### config.mk
export PLATFORM = sky130hd
export DESIGN_NAME = system_fifo_frame_writer
export DESIGN_NICKNAME = d
export VERILOG_FILES = /design/src/rtl/system_fifo_frame_writer.sv
export SDC_FILE = /design/constraint.sdc
export NUM_CORES = 1
export LEC_CHECK = 0
export CORE_MARGIN = 10
export CORE_UTILIZATION = 65
export DETAILED_ROUTE_END_ITERATION = 16
export DONT_BUFFER_PORTS = 1
export GPL_ROUTABILITY_DRIVEN = 0
export PLACE_DENSITY = 0.81
export SLEW_MARGIN = 20
export SYNTH_ARGS = -nofsm -noshare
export SYNTH_HDL_FRONTEND = slang
export SYNTH_SLANG_ARGS = --single-unit
### constraint.sdc
create_clock -name clk -period 2.6 [get_ports clk]
set_input_delay 0.26 -clock clk [delete_from_list [all_inputs] [get_ports clk]]
set_output_delay 0.26 -clock clk [all_outputs]
set_load 0.02 [all_outputs]
### src/rtl/system_fifo_frame_writer.sv
// system_fifo_frame_writer
//   Write-side sequencer for the per-step system FIFOs. After a `start`
//   pulse it accepts exactly N_WT solver results over a valid/ready stream,
//   holds them in a 2-entry skid buffer and drains them into the FIFO write
//   port, stalling on `fifo_full`. `frame_done` pulses once the last word
//   has been written.
//
// Ports
//   clk, rst_n            clock, asynchronous active-low reset
//   rst_user              synchronous clear (same effect as reset)
//   start                 one-cycle pulse opening a frame
//   in_valid/in_data      solver result stream
//   in_ready              word accepted this cycle when in_valid is also high
//   fifo_full             downstream FIFO full (back-pressure)
//   fifo_wrreq/fifo_data  FIFO write port
//   busy                  frame in progress
//   frame_done            one-cycle pulse after the last write
//   err                   sticky: start seen while busy

`ifndef N_WindTurbine
`define N_WindTurbine 8
`endif

module system_fifo_frame_writer #(
  parameter int unsigned N_WT = `N_WindTurbine,
  parameter int unsigned DW   = 64
) (
  input  logic          clk,
  input  logic          rst_n,
  input  logic          rst_user,
  input  logic          start,
  input  logic          in_valid,
  input  logic [DW-1:0] in_data,
  output logic          in_ready,
  input  logic          fifo_full,
  output logic          fifo_wrreq,
  output logic [DW-1:0] fifo_data,
  output logic          busy,
  output logic          frame_done,
  output logic          err
);

  localparam int unsigned   CW     = $clog2(N_WT + 1);
  localparam logic [CW-1:0] C_N    = CW'(N_WT);
  localparam logic [CW-1:0] C_LAST = CW'(N_WT - 1);

  typedef enum logic [1:0] {
    S_IDLE    = 2'd0,
    S_COLLECT = 2'd1,
    S_DRAIN   = 2'd2
  } state_t;

  state_t          r_state;
  state_t          w_state_nxt;
  logic [CW-1:0]   r_acc_cnt;
  logic [CW-1:0]   r_wr_cnt;
  logic [DW-1:0]   r_mem [2];
  logic            r_wr_ptr;
  logic            r_rd_ptr;
  logic [1:0]      r_buf_cnt;
  logic [DW-1:0]   r_last;
  logic            r_frame_done;
  logic            r_err;

  logic            w_push;
  logic            w_pop;
  logic            w_last_acc;
  logic            w_last_wr;
  logic            w_open;
  logic            w_frame_end;

  assign in_ready   = (r_state == S_COLLECT) && (r_acc_cnt < C_N) && (r_buf_cnt != 2'd2);
  assign fifo_wrreq = (r_buf_cnt != 2'd0) && !fifo_full;

  assign w_push     = in_valid && in_ready;
  assign w_pop      = fifo_wrreq;
  assign w_last_acc = w_push && (r_acc_cnt == C_LAST);
  assign w_last_wr  = w_pop && (r_wr_cnt == C_LAST);
  assign w_open     = (r_state == S_IDLE) && start;

  // Head while writing; otherwise the most recently written word, so the
  // data bus never shows a stale buffer slot.
  assign fifo_data  = fifo_wrreq ? r_mem[r_rd_ptr] : r_last;

  assign busy       = (r_state != S_IDLE);
  assign frame_done = r_frame_done;
  assign err        = r_err;

  // COLLECT hands over to DRAIN on the accept of the last word (not one
  // cycle later) so the last write always happens in DRAIN, where the
  // frame end is detected on the write itself: busy falls and frame_done
  // rises one cycle after the last write.
  always_comb begin
    w_state_nxt = r_state;
    w_frame_end = 1'b0;
    case (r_state)
      S_IDLE:    if (start) w_state_nxt = S_COLLECT;
      S_COLLECT: if (w_last_acc) w_state_nxt = S_DRAIN;
      S_DRAIN: begin
        if (w_last_wr) begin
          w_state_nxt = S_IDLE;
          w_frame_end = 1'b1;
        end
      end
      default:   w_state_nxt = S_IDLE;
    endcase
  end

  always_ff @(posedge clk or negedge rst_n) begin
    if (!rst_n) begin
      r_state      <= S_IDLE;
      r_frame_done <= 1'b0;
      r_err        <= 1'b0;
      r_acc_cnt    <= '0;
      r_wr_cnt     <= '0;
    end else if (rst_user) begin
      r_state      <= S_IDLE;
      r_frame_done <= 1'b0;
      r_err        <= 1'b0;
      r_acc_cnt    <= '0;
      r_wr_cnt     <= '0;
    end else begin
      r_state      <= w_state_nxt;
      r_frame_done <= w_frame_end;
      if (start && (r_state != S_IDLE)) r_err <= 1'b1;

      if (w_open)      r_acc_cnt <= '0;
      else if (w_push) r_acc_cnt <= r_acc_cnt + CW'(1);

      if (w_open)      r_wr_cnt <= '0;
      else if (w_pop)  r_wr_cnt <= r_wr_cnt + CW'(1);
    end
  end

  always_ff @(posedge clk or negedge rst_n) begin
    if (!rst_n) begin
      r_mem[0]  <= '0;
      r_mem[1]  <= '0;
      r_wr_ptr  <= 1'b0;
      r_rd_ptr  <= 1'b0;
      r_buf_cnt <= '0;
      r_last    <= '0;
    end else if (rst_user) begin
      r_mem[0]  <= '0;
      r_mem[1]  <= '0;
      r_wr_ptr  <= 1'b0;
      r_rd_ptr  <= 1'b0;
      r_buf_cnt <= '0;
      r_last    <= '0;
    end else begin
      if (w_push) begin
        r_mem[r_wr_ptr] <= in_data;
        r_wr_ptr        <= ~r_wr_ptr;
      end
      if (w_pop) begin
        r_last   <= r_mem[r_rd_ptr];
        r_rd_ptr <= ~r_rd_ptr;
      end
      case ({w_push, w_pop})
        2'b10:   r_buf_cnt <= r_buf_cnt + 2'd1;
        2'b01:   r_buf_cnt <= r_buf_cnt - 2'd1;
        default: r_buf_cnt <= r_buf_cnt;
      endcase
    end
  end

endmodule

After elaboration in Yosys (flattened, before gate mapping)
Index checks and enable logic that the tools add are counted.
{"block": "totals", "elab_cells": 85, "inputBits": 70, "register_bits": 208}
{"block": "op_classes", "order_cmp": 4, "reduce_logical": 20, "bitwise": 4, "n_mux": 32, "add_sub_neg": 4, "n_eq_ne": 10}
{"op": "2-to-1 mux 64 bit", "n": 6}
{"op": "2-to-1 mux 128 bit", "n": 2}
{"op": "bitwise mux 128 bit", "n": 1}
{"op": "demux 64 bit (select 1 bit)", "n": 1}
{"op": "2-to-1 mux 4 bit", "n": 6}
{"op": "2-to-1 mux 2 bit", "n": 5}
{"op": "nonzero test 2 bit", "n": 5}
{"op": "logical AND 1 bit", "n": 9}
{"op": "2-to-1 mux 1 bit", "n": 9}
{"op": "inequality test 3 bit (second input constant)", "n": 3}
{"op": "nonzero test 3 bit", "n": 3}
{"op": "adder 4 x 1 -> 4 bit (second input constant)", "n": 2}
{"op": "equality test 4 x 3 -> 1 bit (second input constant)", "n": 2}
{"op": "one-hot mux 2 bit (3 select lines)", "n": 1}
{"op": "equality test 2 x 1 -> 1 bit (second input constant)", "n": 2}
{"op": "equality test 2 bit (second input constant)", "n": 2}
{"op": ">= comparator 2 bit (second input constant)", "n": 2}
{"op": "< comparator 4 bit (second input constant)", "n": 1}
{"op": "inverter 1 -> 2 bit", "n": 2}
{"op": "one-hot mux 2 bit (2 select lines)", "n": 1}
{"op": "AND reduction 3 bit", "n": 1}
{"op": "adder 2 x 1 -> 2 bit (second input constant)", "n": 1}
{"op": "zero test 2 bit", "n": 1}
{"op": "< comparator 2 x 1 -> 1 bit (second input constant)", "n": 1}
{"op": "4 further kinds", "n": 5}

Logic depth before layout (Yosys ltp)
{"block": "logic_depth", "word_depth": 8, "ltp_mapped": 7}

Worst setup path before layout
Ideal clock, no wire load.
{"block": "synth_path", "path_kind": "register to output", "start": "register r_buf_cnt[1]", "end": "output port in_ready", "stages_incl_launch_ff": 4, "t_arrival_ps": 1413, "setup_slack_ps": 927, "n_path_buf": 1, "cell_sequence": "dfrtp_1 nor2b_1 buf_6 nor4b_1"}
{"block": "synth_via", "elab_chain_cells": 2}
{"item": "from (decl)", "line_no": "60", "source": "logic [1:0] r_buf_cnt;"}
{"item": "from (signal assigned)", "line_no": "160", "source": "2'b10: r_buf_cnt <= r_buf_cnt + 2'd1;"}
{"item": "from (signal assigned)", "line_no": "161", "source": "2'b01: r_buf_cnt <= r_buf_cnt - 2'd1;"}
{"item": "from (signal assigned)", "line_no": "162", "source": "default: r_buf_cnt <= r_buf_cnt;"}
{"item": "inequality test 2 bit", "line_no": "72", "source": "assign in_ready = (r_state == S_COLLECT) && (r_acc_cnt < C_N) && (r_buf_cnt != 2'd2);"}
{"item": "logical AND 1 bit", "line_no": "72"}
{"item": "to (decl)", "line_no": "34", "source": "output logic in_ready,"}
No other way between the ends.

Final worst setup path
{"block": "layout_path", "start": "register r_buf_cnt[0]", "end": "output port fifo_data[4]"}
{"block": "layout_via", "elab_chain_cells": 3}
{"item": "nonzero test 2 bit", "line_no": "73", "source": "assign fifo_wrreq = (r_buf_cnt != 2'd0) && !fifo_full;"}
{"item": "logical AND 1 bit", "line_no": "73"}
{"item": "2-to-1 mux 64 bit"}
{"item": "to (decl)", "line_no": "37", "source": "output logic [DW-1:0] fifo_data,"}
No other way between the ends.

==> metrics <==
outcome finished, violations left; failing checks negative hold slack; Pwr per Cell Area 613 nW/um2; cell area after synthesis 10200 um2; Buffers on Ports 0; PnR Total Power 7410 uW; TNS Setup 0 ns; Worst Path Buf+Inv 2; Crit path top cell by count nand2_1; cts bufs inserted 23; Seq/Total Area, Yosys 50.8%; core region area 15300 um2; vias in the first global route 7672; Via density 5.60; CTS Root Cell clkbuf_16; reg2reg end r_last[8]; MaxCap Viol Count 0; Int Pwr 5820 uW; WHS -0.540 ns; Hold Path Class primary input to async pin; minimum clock period 2.41 ns; period utilisation layout 92.6%; Detailed Place HPWL 12.4 mm; DR vias 7125; Top Ports 139; clk buf depth 3; first-pass GRT wire length 39.5 mm; Die H 146 um; sequential power share 45.1%; Clk pwr share 47.4%; DR DRC count 0; RSZ-0062 raised after global routing no; H-tree lvl count 1; cells after synthesis 982; data arrival time of the worst path 2.15 ns; die width 146 um; average size of a mapped cell 10.4 um2; row cnt 45; area delta synth->final 18.0%; largest net degree at the start of global routing 209; Critical Path RT 2.34 ns; Clk pin slew, worst setup/hold paths 0.06 ns; Tightest Pin Transition 0.653 ns; reg2reg start r_buf_cnt[0]; die area 21200 um2; Gate power share 7.5%; Routed Antenna Nets 0; Detailed Routing Iterations Pass 1 5; fmax 0.415 GHz; Slew Limit Headroom 56.5%; Layout Nets 1116; CP max stage cell dfrtp_1; R2R depth 6; net switching power 1590 uW; share of layout cells above drive strength 1 11.1%; synthesized net count 1054; CP top delay family buffers and inverters; Worst Skew 0.00758 ns; startpoint types register; flop-to-flop setup slack 0.36 ns; Max VDD drop 0.000614 V; clock sink total 208; Critical Path End Type primary output; wire per inst 18.8 um; crit-path max cell delay 0.50 ns; Synth Register Bits 208; later-pin clock latency in the skew report 0.50 ns; initial core utilization 66.9%; total global-route track usage 22.0%; Iteration-0 DRC Markers 488; Unique masters post-synth 36; type of the worst setup path register to primary output; Crit Path Max Fanout 33; leakage power 0.00605 uW; initial antenna violation count 2; total congestion overflow 0; most common cell after layout, fill and taps aside dfrtp_1; Hold Vio Cnt, Final 208; CTS tree built; Slew Limit Fails 0; Routed Wire Length 23.9 mm; count of final setup violators 0; switch share 21.5%; CP Cell Sequence o21bai_4 -> inv_2 -> buf_12 -> nand2_1 -> nand2_1; Yosys warnings 0; most frequent cells in the layout dfrtp_1, nand2_1, nand2b_1
sequential cells by signal, indices dropped and copies added, names as in the netlist:
register    cells
r_wr_cnt        4
r_buf_cnt       2
r_wr_ptr        1
r_last         64
err             1
r_state         2
r_rd_ptr        1
r_acc_cnt       4
r_mem         128
frame_done      1
layout make-up:
class | instances | area (um2)
tap | 211 | 264
multi-input combinational | 702 | 4670
timing repair buffer | 105 | 1100
clock buffer | 35 | 701
fill | 940 | 3230
antenna | 2 | 5.00
clock inverter | 6 | 130
sequential | 208 | 5210
inverter | 4 | 15.0
worst register-to-register path: stages (launching register included):
cell	delay, ns
dfrtp_1	0.50
o21bai_4	0.11
inv_2	0.39
buf_12	0.30
nand2_1	0.13
a21oi_1	0.19
dlygate4sd3_1	0.57
cell usage after synthesis:
cell type	instances	area [um2]
o31ai_1	1	7.51
and3_1	2	12.5
nor2_1	7	26.3
a21o_1	1	7.51
nand4_1	1	6.26
dfrtp_1	208	5200
nor3_1	1	5.00
nor3b_1	1	7.51
buf_2	15	75.1
buf_4	3	22.5
a2bb2oi_1	1	8.76
nor4b_1	1	8.76
ha_1	2	25.0
and4bb_1	1	12.5
buf_6	13	146
a21oi_1	72	360
mux2i_1	128	1280
nand2b_1	194	1210
o2bb2ai_1	1	8.76
inv_1	3	11.3
mux2_2	64	721
nand4bb_1	1	11.3
nand3_1	5	25.0
or3_4	1	11.3
inv_2	1	3.75
nand4b_1	2	17.5
nand2_1	194	728
clkbuf_1	37	139
o211a_1	1	10.0
xnor2_1	2	17.5
o21bai_2	1	11.3
or4_1	1	7.51
a31oi_1	3	18.8
nor2b_1	4	25.0
o21ai_0	6	30.0
or3_1	3	18.8
per-stage QoR:
stage	util, %	cell area, um2	setup WS, ns	instances	hold slack (ns)
floorplan	-	10200	0.927	982	-0.0356
global placement	67.0	10300	0.700	1134	-0.0252
detailed placement	67.0	10300	0.670	1134	-0.0242
CTS	78.8	12100	0.146	1270	-0.548
global route	78.9	12100	0.0528	1273	-0.558
finish	78.9	12100	0.192	1273	-0.540
how the worst max path moves through the flow:
| stage | startpoint | to | slack (ns) | cells after the start |
|---|---|---|---|---|
| after floorplan | r_buf_cnt[1] | in_ready | 0.93 | 3 |
| after global routing | r_buf_cnt[0] | fifo_data[6] | 0.05 | 5 |
| after detailed placement | r_buf_cnt[0] | fifo_data[40] | 0.67 | 4 |
| after global placement | r_state[1] | r_mem[61] | 0.70 | 3 |
| after CTS | r_buf_cnt[0] | fifo_data[40] | 0.15 | 4 |
| final | r_buf_cnt[0] | fifo_data[4] | 0.19 | 5 |
timing repair:
item | CTS | global route
hold buffers | 95 | 1
endpoints found under the setup margin | 0 | 13
buffers inserted | 0 | 0
hold endpoints to repair | 408 | 209
resized for setup | 0 | 1
routing by layer:
layer  wire (um)  vias to the layer above  GRT usage, %
met5           0                        -             0
met4         408                        0          5.21
met2       11600                      162          37.2
li1            -                     3371             -
met1       10700                     3556          28.3
met3        1150                       36          4.81
logic make-up (layout without fill, tap and decap cells):
| logic type | Yosys count | after routing | share of synthesized area [%] |
|---|---|---|---|
| other | 0 | 2 | 0 |
| AO/OA/AOI/OAI | 87 | 87 | 4.52 |
| adder cells (fa/ha/maj) | 2 | 2 | 0.244 |
| multiplexers | 192 | 192 | 19.5 |
| flip-flops | 208 | 208 | 50.8 |
| buffers and inverters | 72 | 150 | 3.88 |
| XOR/XNOR | 2 | 2 | 0.171 |
| AND/OR/NAND/NOR | 419 | 419 | 20.9 |
power by group through the flow:
| stage | clock network (uW) | logic, uW | registers, uW |
|---|---|---|---|
| 6_report | 3510 | 554 | 3340 |
| 5_1_grt | 3690 | 596 | 3350 |
| 4_1_cts | 3560 | 549 | 3340 |
| 3_5_place_dp | 0 | 395 | 3400 |
| 3_3_place_gp | 0 | 390 | 3400 |
| 2_1_floorplan | 0 | 383 | 3390 |
Power figures use the tool's default switching activity.
